`config.mk`:
```
export PLATFORM = sky130hd
export DESIGN_NAME = axil_protocol_monitor
export DESIGN_NICKNAME = d
export VERILOG_FILES = /design/src/rtl/axil_protocol_monitor.sv
export SDC_FILE = /design/constraint.sdc
export NUM_CORES = 1
export LEC_CHECK = 0
export ABC_AREA = 1
export CAP_MARGIN = 5
export CORE_ASPECT_RATIO = 1.4
export CORE_MARGIN = 2
export CORE_UTILIZATION = 51
export CTS_BUF_LIST = sky130_fd_sc_hd__clkbuf_8 sky130_fd_sc_hd__clkbuf_16
export DETAILED_ROUTE_END_ITERATION = 16
export PLACE_DENSITY = 0.81
export SETUP_SLACK_MARGIN = 0.4
export SLEW_MARGIN = 20
export SYNTH_ARGS = -nofsm -noshare
export SYNTH_HDL_FRONTEND = slang
export SYNTH_SLANG_ARGS = --single-unit
```
`constraint.sdc`:
```
create_clock -name clk -period 2 [get_ports clk]
set_input_delay 0.3 -clock clk [delete_from_list [all_inputs] [get_ports clk]]
set_output_delay 0.3 -clock clk [all_outputs]
set_load 0.03 [all_outputs]
```
`src/rtl/axil_protocol_monitor.sv`:
```
// axil_protocol_monitor: passive AXI4-lite checker with sticky error flags; define AXIL_MON_TIMEOUT_EN to build stall/response-timeout checks (bits 8/9)
module axil_protocol_monitor #(
  parameter int DATA_WIDTH = 32,
  parameter int ADDR_WIDTH = 32,
  parameter int STRB_WIDTH = DATA_WIDTH / 8,
  parameter int OSTD_MAX = 16,
  parameter int STALL_MAX = 16,
  parameter int TIMEOUT_MAX = 256
) (
  input  logic                              clk,
  input  logic                              rst,
  input  logic [ADDR_WIDTH-1:0]             mon_axil_awaddr,
  input  logic [2:0]                        mon_axil_awprot,
  input  logic                              mon_axil_awvalid,
  input  logic                              mon_axil_awready,
  input  logic [DATA_WIDTH-1:0]             mon_axil_wdata,
  input  logic [STRB_WIDTH-1:0]             mon_axil_wstrb,
  input  logic                              mon_axil_wvalid,
  input  logic                              mon_axil_wready,
  input  logic [1:0]                        mon_axil_bresp,
  input  logic                              mon_axil_bvalid,
  input  logic                              mon_axil_bready,
  input  logic [ADDR_WIDTH-1:0]             mon_axil_araddr,
  input  logic [2:0]                        mon_axil_arprot,
  input  logic                              mon_axil_arvalid,
  input  logic                              mon_axil_arready,
  input  logic [DATA_WIDTH-1:0]             mon_axil_rdata,
  input  logic [1:0]                        mon_axil_rresp,
  input  logic                              mon_axil_rvalid,
  input  logic                              mon_axil_rready,
  input  logic                              err_clear,
  output logic [$clog2(OSTD_MAX+1)-1:0]     aw_outstanding,
  output logic [$clog2(OSTD_MAX+1)-1:0]     w_outstanding,
  output logic [$clog2(OSTD_MAX+1)-1:0]     ar_outstanding,
  output logic [9:0]                        err_flags,
  output logic [3:0]                        err_first,
  output logic                              err_valid
);
  localparam int CW = $clog2(OSTD_MAX + 1);
  localparam logic [CW-1:0] OMAX = CW'(OSTD_MAX);
  logic aw_hs, w_hs, b_hs, ar_hs, r_hs;
  logic p_awv, p_awr, p_wv, p_wr, p_bv, p_br, p_arv, p_arr, p_rv, p_rr;
  logic [ADDR_WIDTH+2:0] p_aw, p_ar;
  logic [DATA_WIDTH+STRB_WIDTH-1:0] p_w;
  logic [1:0] p_b;
  logic [DATA_WIDTH+1:0] p_r;
  logic [9:0] new_err;
  logic [3:0] low;
  assign aw_hs = mon_axil_awvalid & mon_axil_awready;
  assign w_hs = mon_axil_wvalid & mon_axil_wready;
  assign b_hs = mon_axil_bvalid & mon_axil_bready;
  assign ar_hs = mon_axil_arvalid & mon_axil_arready;
  assign r_hs = mon_axil_rvalid & mon_axil_rready;
  function automatic logic [CW-1:0] bump(input logic [CW-1:0] c, input logic inc, input logic dec);
    return inc == dec ? c : inc ? (c == OMAX ? c : c + 1'b1) : (c == '0 ? c : c - 1'b1);
  endfunction
  always_ff @(posedge clk)
    if (rst) begin
      aw_outstanding <= '0;
      w_outstanding <= '0;
      ar_outstanding <= '0;
      {p_awv, p_awr, p_aw} <= '0;
      {p_wv, p_wr, p_w} <= '0;
      {p_bv, p_br, p_b} <= '0;
      {p_arv, p_arr, p_ar} <= '0;
      {p_rv, p_rr, p_r} <= '0;
    end else begin
      aw_outstanding <= bump(aw_outstanding, aw_hs, b_hs);
      w_outstanding <= bump(w_outstanding, w_hs, b_hs);
      ar_outstanding <= bump(ar_outstanding, ar_hs, r_hs);
      {p_awv, p_awr, p_aw} <= {mon_axil_awvalid, mon_axil_awready, mon_axil_awaddr, mon_axil_awprot};
      {p_wv, p_wr, p_w} <= {mon_axil_wvalid, mon_axil_wready, mon_axil_wdata, mon_axil_wstrb};
      {p_bv, p_br, p_b} <= {mon_axil_bvalid, mon_axil_bready, mon_axil_bresp};
      {p_arv, p_arr, p_ar} <= {mon_axil_arvalid, mon_axil_arready, mon_axil_araddr, mon_axil_arprot};
      {p_rv, p_rr, p_r} <= {mon_axil_rvalid, mon_axil_rready, mon_axil_rdata, mon_axil_rresp};
    end
  assign new_err[0] = p_awv & ~p_awr & (~mon_axil_awvalid | ({mon_axil_awaddr, mon_axil_awprot} != p_aw));
  assign new_err[1] = p_wv & ~p_wr & (~mon_axil_wvalid | ({mon_axil_wdata, mon_axil_wstrb} != p_w));
  assign new_err[2] = p_arv & ~p_arr & (~mon_axil_arvalid | ({mon_axil_araddr, mon_axil_arprot} != p_ar));
  assign new_err[3] = p_bv & ~p_br & (~mon_axil_bvalid | (mon_axil_bresp != p_b));
  assign new_err[4] = p_rv & ~p_rr & (~mon_axil_rvalid | ({mon_axil_rdata, mon_axil_rresp} != p_r));
  assign new_err[5] = mon_axil_bvalid & (aw_outstanding == '0 | w_outstanding == '0);
  assign new_err[6] = mon_axil_rvalid & (ar_outstanding == '0);
  assign new_err[7] = (aw_hs & ~b_hs & aw_outstanding == OMAX) | (w_hs & ~b_hs & w_outstanding == OMAX) | (ar_hs & ~r_hs & ar_outstanding == OMAX);
`ifdef AXIL_MON_TIMEOUT_EN
  localparam int SW = $clog2(STALL_MAX + 1);
  localparam int TW = $clog2(TIMEOUT_MAX + 1);
  logic [4:0] stl, st_vec;
  logic [TW-1:0] wr_cnt, rd_cnt;
  logic wr_pend, rd_pend;
  assign stl = {mon_axil_awvalid & ~mon_axil_awready, mon_axil_wvalid & ~mon_axil_wready, mon_axil_bvalid & ~mon_axil_bready, mon_axil_arvalid & ~mon_axil_arready, mon_axil_rvalid & ~mon_axil_rready};
  assign wr_pend = aw_outstanding != '0 && w_outstanding != '0;
  assign rd_pend = ar_outstanding != '0;
  for (genvar s = 0; s < 5; s++) begin : g_stall
    logic [SW-1:0] cnt;
    always_ff @(posedge clk)
      cnt <= rst | ~stl[s] ? '0 : cnt == SW'(STALL_MAX) ? cnt : cnt + 1'b1;
    assign st_vec[s] = stl[s] & (cnt >= SW'(STALL_MAX - 1));
  end
  always_ff @(posedge clk) begin
    wr_cnt <= rst | b_hs | ~wr_pend ? '0 : wr_cnt == TW'(TIMEOUT_MAX) ? wr_cnt : wr_cnt + 1'b1;
    rd_cnt <= rst | r_hs | ~rd_pend ? '0 : rd_cnt == TW'(TIMEOUT_MAX) ? rd_cnt : rd_cnt + 1'b1;
  end
  assign new_err[8] = |st_vec;
  assign new_err[9] = (wr_pend & ~b_hs & (wr_cnt >= TW'(TIMEOUT_MAX - 1))) | (rd_pend & ~r_hs & (rd_cnt >= TW'(TIMEOUT_MAX - 1)));
`else
  assign new_err[9:8] = {TIMEOUT_MAX < 0, STALL_MAX < 0};
`endif
  always_comb begin
    low = 4'hF;
    for (int i = 9; i >= 0; i--) low = new_err[i] ? 4'(i) : low;
  end
  always_ff @(posedge clk)
    if (rst) begin
      err_flags <= '0;
      err_first <= 4'hF;
    end else begin
      err_flags <= (err_clear ? 10'd0 : err_flags) | new_err;
      err_first <= (err_clear | ~|err_flags) & |new_err ? low : err_clear ? 4'hF : err_first;
    end
  assign err_valid = |err_flags;
endmodule

```
==> reports/summary.log <==
INFO  die            initial_core_util=0.522
INFO  sta            report.final.slew_viol_count=0
INFO  job            drv.max_cap_violation_count=0
INFO  yosys          synth_flop_cell=sky130_fd_sc_hd__dfxtp_1
INFO  min_path       hold_path_depth=3
INFO  drt            drtAntennaViolNets=0
INFO  power          design_power_total=9700µW
INFO  cts            clock_latency=0.42ns
INFO  yosys          largest_area_contributor_in_the_synthesized_netlist=sky130_fd_sc_hd__dfxtp_1
INFO  sta            timing.final.crit_period=1.75ns
INFO  drt            vias=7702
INFO  die            standard_cell_row_count=54
INFO  status         run_status=complete, no violations
INFO  global_route   overflow_left_after_global_routing=0
INFO  sta            grt_setup_unrepaired=true
INFO  yosys          synth_top_cell_area_share=0.438
INFO  cells_and_area final_cell_count_without_fillers=1702
INFO  global_route   grt_first_pass_wirelength=32.4mm
INFO  worst_setup_path worst-r2r-setup-slack=0.28ns
INFO  worst_setup_path timing.critical_path.max_delay_family=simple AND/OR/NAND/NOR gates
INFO  place          dp_hpwl=13.9mm
INFO  sta            finalSetupViolCount=0
INFO  yosys          count_of_flip_flops_with_a_built_in_enable_after_synthesis=0
INFO  place          place_congestion=0.882
INFO  yosys          synthCells=1215
INFO  yosys          sequential_fraction_of_the_synthesis_area=0.438
INFO  power          power_density_over_the_cells=828nW/µm²
INFO  worst_setup_path cp.arrival=2.04ns
INFO  min_path       timing.hold.worst_endpoint=p_ar[8]
INFO  drt            drt_drc_violations_left=0
INFO  place          placement.cell_area=10800µm²
INFO  worst_setup_path timing.reg2reg.worst_path_depth=13
INFO  worst_setup_path crit_path_top_delay_cell=sky130_fd_sc_hd__clkdlybuf4s50_1
INFO  die            fp.coreArea=15700µm²
INFO  global_route   grt.met2_usage=0.419
INFO  worst_setup_path critical_path.max_fanout=5
INFO  drt            via_per_inst=4.53
INFO  cells_and_area final_design_area_no_fill=11700µm²
INFO  global_route   grt_util_all_layers=0.230
INFO  cells_and_area layout_cell_share_with_drive_strength_beyond_1=0.158
INFO  yosys          synth-seq-cells=179
INFO  worst_setup_path critical_path_type=in2reg
INFO  drt            avgRoutedWirePerCell=11.3µm
INFO  cts            max_root_sink_buffers=2
INFO  yosys          total_of_warnings_raised_by_yosys=0
INFO  cts            numCtsBuffers=17
INFO  cts            root_buffer=sky130_fd_sc_hd__clkbuf_16
INFO  worst_setup_path regToRegStartpoint=aw_outstanding[0]
INFO  min_path       holdCritStartpoint=mon_axil_araddr[5]
INFO  cts            cts_tree=yes
INFO  min_path       holdCritPathClass=in2reg
INFO  cells_and_area ff_latch_area=3620µm²
INFO  cts            cts.reportedPaths.clkPinSlew=0.07ns
INFO  die            chipHeight=154µm
INFO  sta            fmax=0.572GHz
INFO  worst_setup_path number_of_buffer_and_inverter_instances_along_the_worst_setup_path=1
INFO  power          vdd_drop_max=0.644mV
INFO  drt            first_iter_violations=304
INFO  sta            final_hold_viol_count=0
INFO  yosys          synth_area_leaders=sky130_fd_sc_hd__dfxtp_1 44%, sky130_fd_sc_hd__nand2_1 14%, sky130_fd_sc_hd__inv_1 12%
INFO  die            pin_count=185
INFO  yosys          synth_top_cells_by_count=301 x sky130_fd_sc_hd__nand2_1, 270 x sky130_fd_sc_hd__inv_1, 228 x sky130_fd_sc_hd__nor2_1
INFO  yosys          syn_area_per_cell=6.73µm²
INFO  place          post_place_cells=1656
INFO  sta            timing.clock.skew=0.00646ns
INFO  yosys          ys_types=33
INFO  sta            setup_ws=0.251ns
INFO  place          portBuffers=182
INFO  worst_setup_path critical_path.most_common_cell=sky130_fd_sc_hd__nand3_2
INFO  die            die-area=17100µm²
INFO  global_route   antenna_found_initial=4
INFO  drt            drt-pass1-iter-count=5
INFO  cells_and_area net_total_in_the_final_layout=1660
INFO  global_route   grtUsageMet3=0.0548
INFO  cts            cts.sinks=179
INFO  cells_and_area flow.area_growth_from_synthesis=43.3%
INFO  drt            routed_wirelength=19.2mm
INFO  worst_setup_path end_kind=flip-flop
INFO  global_route   grt.busiest_layer=met2
INFO  worst_setup_path critical_path.startpoint_type=input port
INFO  worst_setup_path max_stage_delay=0.52ns
INFO  cts            ctsHtreeMaxLevel=4
INFO  power          p_leak=0.00621µW
INFO  worst_setup_path cp_cell_sequence=clkdlybuf4s50_1 -> nand2_2 -> ha_1 -> nand3_1 -> nand2_1 -> nor2_2 -> nand3_2 -> a21oi_2 -> nand3_2 -> nand2_4 -> nand3_2 -> nand2_2 -> nand2_1
INFO  die            die_w=111µm
INFO  place          preCtsSetupSlack=-0.226ns
INFO  global_route   first_global_vias=7573
INFO  yosys          syn-cell-area=8180µm²
INFO  sta            min_period_over_period=0.875
INFO  sta            fin_hold_ws=0.139ns
INFO  global_route   gr-usage-met1=0.254
INFO  worst_setup_path worstPathRequired=2.29ns
INFO  cells_and_area layout.filler_cells=1189
INFO  yosys          synth_async_sr_flop_share=0
INFO  cells_and_area multiInputGateArea=3620µm²
INFO  worst_setup_path worst_r2r_endpoint=err_first[2]
INFO  yosys          yosysMostFrequentCell=sky130_fd_sc_hd__nand2_1
INFO  global_route   grt_max_degree=84
[logic make-up (layout without fill, tap and decap cells)]
| kind of cell | Yosys count | count (layout) | share of synthesized area |
|---|---|---|---|
| xor+xnor | 60 | 60 | 0.0643 |
| compound gates | 73 | 73 | 0.0506 |
| other cells | 1 | 6 | 0.000459 |
| flops | 179 | 179 | 0.438 |
| simple gates | 577 | 577 | 0.277 |
| buf+inv | 310 | 596 | 0.143 |
| fa+ha+maj | 15 | 15 | 0.0257 |
[through the flow]
step | utilization | setup TNS [ns]
finish | 0.748 | 0
CTS | 0.731 | 0
global placement | 0.690 | -1.10
global route | 0.748 | 0
detailed placement | 0.690 | -1.75
floorplan | - | 0
[layout make-up]
class	count	share of cell area
sequential	179	0.309
inverter	288	0.0922
clock buffer	17	0.0363
tap	196	0.0209
clock inverter	14	0.0131
timing repair buffer	277	0.219
antenna	4	0.000854
multi-input combinational	727	0.308
[cells in the final DEF, fill, tap and decap left out, drive strengths merged, types with 7 or more instances in the layout]
master / synthesis / routed
nand2: 306 / 306
inv: 287 / 291
nor2: 233 / 233
dfxtp: 179 / 179
clkdlybuf4s50: 0 / 123
buf: 3 / 97
xnor2: 32 / 32
dlygate4sd2: 0 / 32
o21ai: 32 / 32
xor2: 28 / 28
a21oi: 27 / 27
nand3: 25 / 25
dlymetal6s2s: 0 / 20
clkbuf: 19 / 17
ha: 12 / 12
nand4: 7 / 7
clkinv: 1 / 7
[timing repair]
item                       4_1_cts  5_1_grt
setup endpoints to repair       39       20
gates resized for setup         66       78
buffers inserted                 2        9
pin swaps                       20       45
hold buffers                     0        0
[flip-flops by register name, indices dropped and copies added, names as in the netlist, 2 cells and up]
| name | count |
|---|---|
| p_ar | 35 |
| err_first | 4 |
| p_r | 34 |
| p_b | 2 |
| p_aw | 35 |
| err_flags | 8 |
| aw_outstanding | 5 |
| ar_outstanding | 5 |
| p_w | 36 |
| w_outstanding | 5 |
[routing by layer]
| layer | part of all wire | wire, µm |
|---|---|---|
| met1 | 0.41 | 7770 |
| met5 | 0 | 0 |
| met3 | 0.048 | 914 |
| met2 | 0.52 | 9900 |
| met4 | 0.030 | 582 |
[worst max path at each step]
| stage | depth (start not counted) | to | from |
|---|---|---|---|
| after floorplan | 6 | ar_outstanding[4] | ar_outstanding[0] |
| after global placement | 9 | ar_outstanding[4] | mon_axil_arready |
| after detailed placement | 14 | err_first[0] | mon_axil_arready |
| after CTS | 3 | err_valid | err_flags[1] |
| after global routing | 15 | err_first[2] | p_ar[21] |
| final | 13 | err_first[2] | mon_axil_bvalid |
[power breakdown]
group          leakage, µW  internal, µW  switching, µW  total (µW)
logic              0.00443          1140           1220        2360
registers          0.00150          3850            204        4050
clock network     0.000282          1850           1430        3280
[worst register-to-register path, stage by stage (launching register included)]
cell	delay, ns
sky130_fd_sc_hd__dfxtp_4	0.37
sky130_fd_sc_hd__inv_1	0.06
sky130_fd_sc_hd__nand3_1	0.14
sky130_fd_sc_hd__inv_1	0.09
sky130_fd_sc_hd__nand3_1	0.08
sky130_fd_sc_hd__nand2_1	0.09
sky130_fd_sc_hd__nor2_2	0.15
sky130_fd_sc_hd__nand3_2	0.08
sky130_fd_sc_hd__a21oi_2	0.14
sky130_fd_sc_hd__nand3_2	0.11
sky130_fd_sc_hd__nand2_4	0.11
sky130_fd_sc_hd__nand3_2	0.08
sky130_fd_sc_hd__nand2_2	0.06
sky130_fd_sc_hd__nand2_1	0.05
No activity file was read; power rests on OpenSTA's default activity.
